<file path="config.mk">
export PLATFORM = sky130hd
export DESIGN_NAME = serial_add_ctrl
export DESIGN_NICKNAME = d
export VERILOG_FILES = /design/src/rtl/serial_add_pkg.sv /design/src/rtl/serial_add_cell.sv /design/src/rtl/serial_add_ctrl.sv
export SDC_FILE = /design/constraint.sdc
export NUM_CORES = 1
export LEC_CHECK = 0
export BUFFER_PORTS_ARGS = -buffer_cell sky130_fd_sc_hd__buf_2
export CAP_MARGIN = 20
export CORE_UTILIZATION = 30
export DETAILED_ROUTE_END_ITERATION = 8
export MAX_ROUTING_LAYER = met4
export PLACE_DENSITY_LB_ADDON = 0.2
export SETUP_SLACK_MARGIN = 0.4
export SYNTH_ARGS = -nofsm -noshare
export SYNTH_HDL_FRONTEND = slang
export SYNTH_SLANG_ARGS = --single-unit
</file>
<file path="constraint.sdc">
create_clock -name clk -period 2.3 [get_ports clk]
set_clock_uncertainty 0.2 [all_clocks]
set_input_delay 0.46 -clock clk [delete_from_list [all_inputs] [get_ports clk]]
set_output_delay 0.46 -clock clk [all_outputs]
set_load 0.01 [all_outputs]
</file>
<file path="src/rtl/serial_add_pkg.sv">
// serial_add_pkg: state encoding, default width and majority helper shared by the serial adder files
package serial_add_pkg;
    localparam int DEF_WIDTH = 8;
    typedef enum logic [1:0] {
        ST_IDLE  = 2'd0,
        ST_SHIFT = 2'd1,
        ST_DONE  = 2'd2
    } state_e;
    function automatic logic maj(input logic a, input logic b, input logic c);
        return (a & b) | (a & c) | (b & c);
    endfunction
endpackage

</file>
<file path="src/rtl/serial_add_cell.sv">
// serial_add_cell: 1-bit full adder whose carry lives in a register between bit steps
module serial_add_cell
    import serial_add_pkg::*;
(
    input  logic clk,
    input  logic reset_n,
    input  logic clr,
    input  logic set,
    input  logic en,
    input  logic a,
    input  logic b,
    output logic sum,
    output logic carry
);
    logic carry_q, carry_d;
    // carry init at accept wins over advancing; otherwise hold
    always_comb carry_d = clr ? 1'b0 : set ? 1'b1 : en ? maj(a, b, carry_q) : carry_q;
    // carry register
    always_ff @(posedge clk or negedge reset_n) begin
        if (!reset_n) carry_q <= 1'b0;
        else carry_q <= carry_d;
    end
    assign sum   = a ^ b ^ carry_q;
    assign carry = carry_q;
endmodule

</file>
<file path="src/rtl/serial_add_ctrl.sv">
// serial_add_ctrl: handshake sequencer feeding operands LSB-first through serial_add_cell; define SUBTRACT_EN for sub_in
module serial_add_ctrl
    import serial_add_pkg::*;
#(
    parameter int WIDTH = DEF_WIDTH
) (
    input  logic             clk,
    input  logic             reset_n,
    input  logic             in_valid,
    output logic             in_ready,
    input  logic [WIDTH-1:0] a_in,
    input  logic [WIDTH-1:0] b_in,
`ifdef SUBTRACT_EN
    input  logic             sub_in,
`endif
    output logic             out_valid,
    input  logic             out_ready,
    output logic [WIDTH-1:0] sum_out,
    output logic             cout
);
    localparam int CNT_W = $clog2(WIDTH);
    state_e           state_q;
    logic [CNT_W-1:0] cnt_q;
    logic [WIDTH-1:0] sa_q, sb_q, res_q, b_ld_d;
    logic             in_ready_q, out_valid_q, sub_d, accept, shift_en, last, sum_bit, carry;
`ifdef SUBTRACT_EN
    assign sub_d = sub_in;
`else
    assign sub_d = 1'b0;
`endif
    assign accept   = in_valid && in_ready_q;
    assign shift_en = state_q == ST_SHIFT;
    assign last     = cnt_q == CNT_W'(WIDTH - 1);
    // subtraction loads B inverted; the cell's preset carry supplies the +1
    always_comb b_ld_d = sub_d ? ~b_in : b_in;
    serial_add_cell u_cell (
        .clk    (clk),
        .reset_n(reset_n),
        .clr    (accept && !sub_d),
        .set    (accept && sub_d),
        .en     (shift_en),
        .a      (sa_q[0]),
        .b      (sb_q[0]),
        .sum    (sum_bit),
        .carry  (carry)
    );
    // FSM with bit counter, operand/result shifters and registered handshake flags
    always_ff @(posedge clk or negedge reset_n) begin
        if (!reset_n) begin
            state_q     <= ST_IDLE;
            cnt_q       <= '0;
            sa_q        <= '0;
            sb_q        <= '0;
            res_q       <= '0;
            in_ready_q  <= 1'b1;
            out_valid_q <= 1'b0;
        end else begin
            case (state_q)
                ST_IDLE: begin
                    if (accept) begin
                        sa_q       <= a_in;
                        sb_q       <= b_ld_d;
                        cnt_q      <= '0;
                        in_ready_q <= 1'b0;
                        state_q    <= ST_SHIFT;
                    end
                end
                ST_SHIFT: begin
                    sa_q  <= sa_q >> 1;
                    sb_q  <= sb_q >> 1;
                    res_q <= {sum_bit, res_q[WIDTH-1:1]};
                    cnt_q <= last ? cnt_q : cnt_q + 1'b1;
                    if (last) begin
                        out_valid_q <= 1'b1;
                        state_q     <= ST_DONE;
                    end
                end
                ST_DONE: begin
                    if (out_ready) begin
                        out_valid_q <= 1'b0;
                        in_ready_q  <= 1'b1;
                        state_q     <= ST_IDLE;
                    end
                end
                default: begin
                    cnt_q       <= '0;
                    in_ready_q  <= 1'b1;
                    out_valid_q <= 1'b0;
                    state_q     <= ST_IDLE;
                end
            endcase
        end
    end
    // in_ready is forced low while reset is held and rises the moment reset releases
    assign in_ready  = in_ready_q && reset_n;
    assign out_valid = out_valid_q;
    assign sum_out   = res_q;
    assign cout      = carry;
endmodule

</file>
Word-level counts from Yosys, hierarchy flattened
Index checks and enable logic that the tools add are counted.
{"block": "op_classes", "add_sub_neg": 1, "eq_ne": 7, "muxes": 19, "n_bitwise": 10, "reduce_logical": 10}
{"cell": "$pmux 8 s2", "n": 2}
{"cell": "$mux 8", "n": 2}
{"cell": "$reduce_and 3->1", "n": 4}
{"cell": "$pmux 3 s3", "n": 1}
{"cell": "$mux 1", "n": 6}
{"cell": "$mux 2", "n": 3}
{"cell": "$mux 3", "n": 2}
{"cell": "$ne 2x2->1 const B", "n": 3}
{"cell": "$pmux 1 s3", "n": 2}
{"cell": "$pmux 2 s3", "n": 1}
{"cell": "$reduce_bool 2->1", "n": 2}
{"cell": "$add 3x1->3 const B", "n": 1}
{"cell": "$and 1x1->1", "n": 3}
{"cell": "$eq 3x3->1 const B", "n": 1}
{"cell": "$not 1->1", "n": 3}
{"cell": "$eq 2x1->1 const B", "n": 1}
{"cell": "$eq 2x2->1 const B", "n": 1}
{"cell": "$logic_and 1x1->1", "n": 2}
{"cell": "$logic_not 2->1", "n": 1}
{"cell": "$ne 2x1->1 const B", "n": 1}
{"cell": "$or 1x1->1", "n": 2}
{"cell": "$reduce_and 2->1", "n": 1}
{"cell": "$xor 1x1->1", "n": 2}
{"block": "word_totals", "ff_bits": 32, "in_bits": 20, "output_inout_bits": 11, "word_cells": 55}

Logic depth before layout (Yosys ltp)
Gate-level depths: netlist of the first run.
{"block": "depth", "ltp_word": 5, "depth_mapped": 6, "mapped_depth_nobuf": 4}

Cells and area by module
From an unflattened synthesis of the first run, not the netlist that was laid out.
{"block": "unflattened", "cells_unflattened": 162, "area_unflattened_um2": 1524.0}
{"mod": "serial_add_ctrl", "instances": 1, "cells_per_inst": 157, "area_each_um2": 1460.2, "seq_area_each_um2": 777.0}
{"mod": "serial_add_cell", "instances": 1, "cells_per_inst": 5, "area_each_um2": 63.8, "seq_area_each_um2": 25.0}

Least setup slack after synthesis of the first run
OpenSTA, ideal clock, no wires.
{"block": "synth_path", "kind": "register -> register", "startpoint": "register in_ready_q", "endpoint": "register sb_q[5]", "setup_time_ns": 0.128, "t_arrival_ns": 1.342, "required_time_ns": 1.972, "slack_ns": 0.630, "stages_incl_launch_ff": 6, "path_buffers": 2, "period_less_slack_ns": 1.670, "path_cell_list": "dfstp_2 buf_2 a21oi_2 nor2_4 buf_6 mux2_1"}
{"block": "synth_between", "elab_chain_len": 3}
{"element": "from (decl)", "line": "serial_add_ctrl.sv:25", "rtl": "logic in_ready_q, out_valid_q, sub_d, accept, shift_en, last, sum_bit, carry;"}
{"element": "from (signal assigned)", "line": "serial_add_ctrl.sv:55", "rtl": "in_ready_q <= 1'b1;"}
{"element": "from (signal assigned)", "line": "serial_add_ctrl.sv:64", "rtl": "in_ready_q <= 1'b0;"}
{"element": "from (signal assigned)", "line": "serial_add_ctrl.sv:81", "rtl": "in_ready_q <= 1'b1;"}
{"element": "$logic_and 1x1->1", "line": "serial_add_ctrl.sv:31", "rtl": "assign accept = in_valid && in_ready_q;"}
{"element": "$ne 2x1->1 (no line)"}
{"element": "$reduce_and 2->1 (no line)"}
{"element": "to (signal assigned)", "line": "serial_add_ctrl.sv:62", "rtl": "sb_q <= b_ld_d;"}
{"element": "to (signal assigned)", "line": "serial_add_ctrl.sv:70", "rtl": "sb_q <= sb_q >> 1;"}
{"element": "to (decl)", "line": "serial_add_ctrl.sv:24", "rtl": "logic [WIDTH-1:0] sa_q, sb_q, res_q, b_ld_d;"}
No other way between the ends.
A chain may end at the register's enable or synchronous reset.

Worst setup path in the final report of the first run
{"block": "layout_path", "startpoint": "register state_q[1]", "endpoint": "register sb_q[5]"}
{"block": "layout_between", "elab_chain_len": 3, "word_cells_on_any_way": 6, "cone_classes": "eq/ne: 2; mux: 1; reduce/logical: 3"}
{"element": "from (decl)", "line": "serial_add_ctrl.sv:22", "rtl": "state_e state_q;"}
{"element": "from (signal assigned)", "line": "serial_add_ctrl.sv:50", "rtl": "state_q <= ST_IDLE;"}
{"element": "from (signal assigned)", "line": "serial_add_ctrl.sv:65", "rtl": "state_q <= ST_SHIFT;"}
{"element": "from (signal assigned)", "line": "serial_add_ctrl.sv:75", "rtl": "state_q <= ST_DONE;"}
{"element": "$eq 2x1->1 or $logic_not 2->1 (tied branches)", "line": "serial_add_ctrl.sv:58", "rtl": "case (state_q)"}
{"element": "$reduce_bool 2->1 (no line) or $ne 2x1->1 (tied branches)"}
{"element": "$reduce_and 2->1 (no line)"}
Several ways; a longest one is shown, not always the timed one.

==> run_results.csv, run 1 <==
group,metric,value,unit
placement,pre_cts_slack,449,ps
grt,grt_max_degree,33,
floorplanning,initial_utilization,31.4,%
yosys,synth-compound-area-share,6.21,%
critical_path,worstPathCellList,"nor2b_4 > mux2_1 > mux2_1",
floorplanning,rows,26,
grt,grt_pass1_wl,5020,µm
critical_path,cp_common_cell,"mux2_1",
floorplanning,die_h,75.3,µm
job,max_cap_violations,0,
route,drc,0,
cells_and_area,multiInputGateArea,727,µm²
route,avgRoutedWirePerCell,12.8,µm
critical_path,cp_slowest_cell,"nor2b_4",
yosys,synth-xor-area-share,0.543,%
yosys,synthAdderAreaFrac,2.80,%
critical_path,max_stage_delay,440,ps
power_and_ir_drop,clkPwrFrac,17.7,%
route,drtIter0Drc,26,
cells_and_area,diodes,0,
route,vias,1052,
sta,slew_headroom,66.5,%
grt,track_usage,12.9,%
clocking,cts_root_buf,"clkbuf_8",
placement,dp_hpwl,2200,µm
floorplanning,boundaryPins,31,
critical_path,path_class,"reg -> reg",
clocking,clock-sinks,32,
sta,setup_tns,0,ps
floorplanning,die-area,5670,µm²
placement,gp_congestion,0.724,
power_and_ir_drop,leakage,0.942,nW
sta,postLayoutSetupSlackWorst,474,ps
yosys,synthMuxAreaShare,24.5,%
sta,finalSetupViolCount,0,
clocking,cts_tree,"built",
status,status,"completed",
sta,rsz0062_at_grt,"no",
critical_path,cp.required,2260,ps
critical_path,cp-start-kind,"register",
power_and_ir_drop,swShare,32.9,%
sta,finalHoldViolCount,0,
yosys,synth-simple-area-share,11.1,%
cells_and_area,fillCellCount,563,
floorplanning,chipWidth,75.3,µm
route,first_pass_iters,4,
sta,fin_crit,1830,ps
power_and_ir_drop,ir_worst_vdd,0.000500,V
sta,final_max_slew_viol_count,0,
placement,port_buffers,30,
grt,grt_overflow_total,0,
power_and_ir_drop,power.total,2.45,mW
sta,fmax,548,MHz
yosys,yosysWarnings,0,
cells_and_area,nets,194,
clocking,htree_levels,2,
yosys,synthCells,135,
clocking,clk_pin_slew,60,ps
clocking,cts.repair.resized,0,
floorplanning,core-area,5140,µm²
cells_and_area,final_layout_size_suffix_gt1_share,39.5,%
cells_and_area,final_core_util,37.9,%
yosys,ys_seq_area_share,49.8,%
clocking,cts_buffers,5,
power_and_ir_drop,p_switching,804,µW
route,viasPerCell,4.35,
critical_path,rrSetupSlack,470,ps
critical_path,cp_data_arrival_time,1790,ps
yosys,synth-seq-cells,32,
critical_path,cp_max_fo,14,
yosys,synth_area,1610,µm²
route,postRouteAntennaNets,0,
power_and_ir_drop,powerDensity,1260,nW/µm²
yosys,postSynthNetCount,158,
sta,max_slew.worst_pin.slew,502,ps
grt,antenna_found_initial,0,
clocking,clk_latency,280,ps
sta,fin_crit_sh,79.4,%
yosys,synth_top_family_by_area,"multiplexers",
power_and_ir_drop,p_int,1.64,mW
min_path,min_path_type,"in -> async",
route,totalWireLength,3090,µm
grt,grt_pass1_vias,1003,
critical_path,end_kind,"register",
clocking,ctsLongestPathBuffers,2,
yosys,syn_avg_cell_area,11.9,µm²
cells_and_area,area_delta_synth_final,20.9,%
power_and_ir_drop,seq_power_share,39.0,%
yosys,netlist-cell-type-count,31,
power_and_ir_drop,pwr-share-comb,43.3,%
cells_and_area,seq_area,802,µm²
-- flip-flops by register name, summed over array words and instances, names as in the netlist --
register and flops:
sa_q 8, sum_out 8, u_cell.carry 1, state_q 2, sb_q 8, cnt_q 3
in_ready_q 1, out_valid 1
-- area by class of cell --
| cell class | count | area share [%] |
|---|---|---|
| Inverter | 5 | 0.963 |
| Multi-Input combinational cell | 89 | 37.3 |
| Tap cell | 70 | 4.50 |
| Sequential cell | 32 | 41.2 |
| Timing Repair Buffer | 38 | 11.4 |
| Clock buffer | 8 | 4.62 |
-- layer usage --
metal	vias to the layer above	GRT usage (%)	wire length [µm]	share of wire, %
met3	5	5.56	133	4.3
met4	0	4.32	31	1.0
met2	23	17.0	1310	42
met5	-	-	0	0
met1	496	17.7	1620	52
li1	528	-	-	-
-- cell families (layout without fill, tap and decap cells) --
| group | Yosys count | count (layout) |
|---|---|---|
| buffers and inverters | 14 | 51 |
| XOR/XNOR | 1 | 1 |
| multiplexers | 31 | 31 |
| adder cells (fa/ha/maj) | 3 | 3 |
| flip-flops | 32 | 32 |
| AND/OR/NAND/NOR | 38 | 38 |
| AO/OA/AOI/OAI | 16 | 16 |
-- metrics by stage --
| stage | hold WS, ps | instance area, µm² | std cells |
|---|---|---|---|
| after detailed placement | 270 | 1820 | 231 |
| after global placement | 257 | 1820 | 231 |
| after global routing | 77.1 | 1950 | 242 |
| after CTS | 64.6 | 1910 | 239 |
| after floorplan | -35.6 | 1610 | 135 |
| final | 60.2 | 1950 | 242 |
-- placed cells by master (no fill, tap or decap) --
cell type  count
a21oi_1        4
buf_12         1
mux2i_1        6
o21ai_1        5
clkbuf_1       2
nor2_1         3
inv_1          4
nand2b_1       1
mux2_4        14
fa_1           1
o2bb2ai_1      2
clkbuf_8       6
a21oi_2        1
xnor2_1        1
o21ai_0        1
mux2_1         6
nor2b_4        1
dfrtp_1       31
a31oi_1        1
nand2_1       28
inv_2          1
ha_1           2
buf_4          7
and2_1         1
a221oi_1       1
buf_2         30
nor2_4         1
and4b_1        2
mux2_2         5
nor3_1         1
a22o_1         1
dfstp_2        1
-- worst max-delay path: cells and delay by family (launching register included) --
kind / cells / cell delay [ps]
mux: 2 / 670
simple gates: 1 / 440
flops: 1 / 410
-- power groups by stage --
stage	Sequential [mW]	Clock, mW	Combinational [mW]
6_report	0.953	0.433	1.06
5_1_grt	0.985	0.494	1.16
4_1_cts	0.955	0.449	1.02
3_5_place_dp	0.961	0	1.01
3_3_place_gp	0.952	0	0.972
2_1_floorplan	0.962	0	0.778
-- worst paths after layout --
kind                            startpoint          to  cells after the start
worst max-delay path            state_q[1]     sb_q[5]                      3
worst min-delay path               reset_n     sa_q[6]                      2
min in group clk                 out_ready  in_ready_q                      3
worst min register to register  sum_out[0]  sum_out[0]                      2
max in group asynchronous          reset_n  in_ready_q                      2
worst max register to register  state_q[1]     sb_q[5]                      3
-- synth_stat cells --
library cell | number | area (µm²)
a221oi_1 | 1 | 8.76
mux2i_1 | 6 | 60.1
buf_2 | 3 | 15.0
nand2b_1 | 1 | 6.26
nand2_1 | 28 | 105
inv_2 | 1 | 3.75
fa_1 | 1 | 20.0
a21oi_1 | 4 | 20.0
nor2_4 | 1 | 11.3
inv_1 | 4 | 15.0
nor2_1 | 3 | 11.3
o21ai_1 | 5 | 25.0
nor2b_4 | 1 | 13.8
o2bb2ai_1 | 2 | 17.5
clkbuf_1 | 2 | 7.51
and2_1 | 1 | 6.26
buf_4 | 1 | 7.51
dfstp_2 | 1 | 26.3
a22o_1 | 1 | 8.76
o21ai_0 | 1 | 5.00
ha_1 | 2 | 25.0
xnor2_1 | 1 | 8.76
and4b_1 | 2 | 20.0
a31oi_1 | 1 | 6.26
nor3_1 | 1 | 5.00
mux2_4 | 14 | 210
buf_6 | 3 | 33.8
dfrtp_1 | 31 | 776
mux2_1 | 6 | 67.6
mux2_2 | 5 | 56.3
a21oi_2 | 1 | 8.76
-- repair_timing --
item / CTS / global route
buffers inserted: 0 / 3
hold buffers: 0 / 0
endpoints found under the setup margin: 0 / 2
(Power assumes the default switching activity.)
==> run 2, diff against run 1 <==
==> constraint.sdc (replaced) <==
create_clock -name clk -period 1.7 [get_ports clk]
set_clock_uncertainty 0.2 [all_clocks]
set_input_delay 0.34 -clock clk [delete_from_list [all_inputs] [get_ports clk]]
set_output_delay 0.34 -clock clk [all_outputs]
set_load 0.01 [all_outputs]
==> run 2 against run 1 <==
Non-clock buffer count is 25 higher. Clock-buffer cell count is 2 lower. Via count is 14% higher. Hold slack better by 67 ps. First-iteration DRC count is 81% higher. Sequential share of layout area is 7.1 points lower. Critical endpoint is now in_ready. Largest power group unchanged.
==> run_results.csv, run 2 (synthesized netlist as in run 1, its figures left out) <==
group,metric,value,unit
min_path,whs_endpoint,"in_ready_q",
critical_path,cp-start-kind,"register",
route,first_pass_iters,3,
cells_and_area,fillCellCount,511,
sta,finalSetupViolCount,0,
critical_path,rrSetupSlack,20,ps
placement,dp_hpwl,2280,µm
power_and_ir_drop,powerDensity,1700,nW/µm²
route,drtIter0Drc,47,
floorplanning,rows,26,
route,postRouteAntennaNets,0,
critical_path,cp.required,1160,ps
clocking,cts_root_buf,"clkbuf_8",
sta,slew_headroom,71.0,%
critical_path,end_kind,"primary output",
floorplanning,core-area,5140,µm²
sta,rsz0062_at_grt,"yes",
placement,gp_congestion,0.687,
clocking,cts_tree,"built",
route,totalWireLength,3750,µm
grt,grt_pass1_vias,1216,
power_and_ir_drop,leakage,1.15,nW
placement,dpl.cell_count,235,
clocking,clk_pin_slew,70,ps
grt,grt_pass1_wl,5510,µm
route,viasPerCell,4.50,
cells_and_area,layout_commonest_cell,"dfrtp_1",
sta,finalHoldViolCount,0,
grt,grt_max_degree,33,
cells_and_area,area_delta_synth_final,46.0,%
clocking,clock-sinks,32,
cells_and_area,final_layout_size_suffix_gt1_share,59.9,%
clocking,htree_levels,2,
clocking,ctsLongestPathBuffers,2,
min_path,hold_path.startpoint,"out_ready",
sta,final_max_slew_viol_count,0,
floorplanning,die_h,75.3,µm
critical_path,reg2reg_depth,4,
floorplanning,initial_utilization,31.4,%
placement,place_area,1890,µm²
cells_and_area,final_core_util,45.8,%
route,drc,0,
grt,antenna_found_initial,0,
cells_and_area,stdcell_count,267,
status,status,"completed",
floorplanning,die-area,5670,µm²
critical_path,path_class,"reg -> out",
critical_path,cp_max_fo,2,
min_path,holdPathStages,3,
power_and_ir_drop,ir_worst_vdd,0.000631,V
critical_path,r2r-start,"state_q[1]",
clocking,cts_buffers,5,
job,max_cap_violations,0,
min_path,min_path_type,"in -> reg",
cells_and_area,nets,219,
sta,whs,128,ps
clocking,clk_latency,290,ps
sta,fin_crit,1690,ps
cells_and_area,diodes,0,
sta,fin_crit_sh,99.3,%
critical_path,worstReg2RegEnd,"sa_q[3]",
cells_and_area,design_area,2350,µm²
grt,grt_overflow_total,0,
placement,port_buffers,30,
route,avgRoutedWirePerCell,14.0,µm
grt,track_usage,13.9,%
sta,max_slew.worst_pin.slew,435,ps
floorplanning,boundaryPins,31,
route,vias,1202,
cells_and_area,final_cell_mix,"dfrtp_1, buf_2, nand2_1",
critical_path,cp_data_arrival_time,1150,ps
floorplanning,chipWidth,75.3,µm
sta,fmax,592,MHz
-- run 2: changes by cell type in the layout (fill, tap and decap cells not counted), moves of 3 or more --
| cell | before | now |
|---|---|---|
| buf_4 | 7 | 21 |
| buf_6 | 0 | 10 |
| mux2_4 | 14 | 23 |
| mux2_1 | 6 | 1 |
| a21oi_1 | 4 | 0 |
| mux2_2 | 5 | 1 |
| a21oi_2 | 1 | 4 |
-- run 2: worst max-delay path, cell delays in order (launching register included) --
cell	delay [ps]
dfstp_2	540
buf_6	90
and2_4	140
buf_6	90
-- run 2: power breakdown --
group,switching (mW),internal [mW]
sequential,0.196,1.09
combinational,0.841,1.27
clock,0.286,0.323
total,1.32,2.69
-- run 2: area by class of cell --
type	count	area (µm²)	area share (%)
clock buffer	6	82.6	3.51
clock inverter	2	10.0	0.426
inverter	5	18.8	0.798
multi-input combinational	89	866	36.8
sequential	32	802	34.1
tap	70	87.6	3.72
timing repair buffer	63	485	20.6
-- run 2: metrics by stage --
step	setup slack [ps]	power, mW	TNS, ps
detailed placement	78.5	2.79	0
global route	-22.7	4.29	-25.9
CTS	4.96	3.60	0
floorplan	78.9	2.43	0
global placement	106	2.73	0
finish	12.1	4.01	0
-- run 2: routing by layer --
metal  track usage (%)  up-vias  wire [µm]
li1                  -      577          -
met4              8.85        0         77
met2              20.6       22       1820
met5                 -        -          0
met3              2.78        7        122
met1              17.3      596       1730
-- run 2: how the worst max path moves through the flow --
stage / cells after the start / slack (ps) / endpoint / from
final: 3 / 10 / in_ready / in_ready_q
after global routing: 3 / -20 / in_ready / in_ready_q
after CTS: 3 / 5 / in_ready / in_ready_q
after detailed placement: 4 / 80 / sb_q[2] / state_q[1]
after global placement: 4 / 110 / sb_q[1] / state_q[1]
after floorplan: 5 / 80 / sa_q[1] / in_ready_q
-- run 2: repair_timing --
item                                    in CTS  in global routing
setup buffers                               10                 12
cloned                                       0                  1
hold buffers                                 1                  0
endpoints found under the setup margin      34                 42
endpoints found under the hold margin       31                  0
pin swaps                                    0                  6
resized for setup                           10                 30
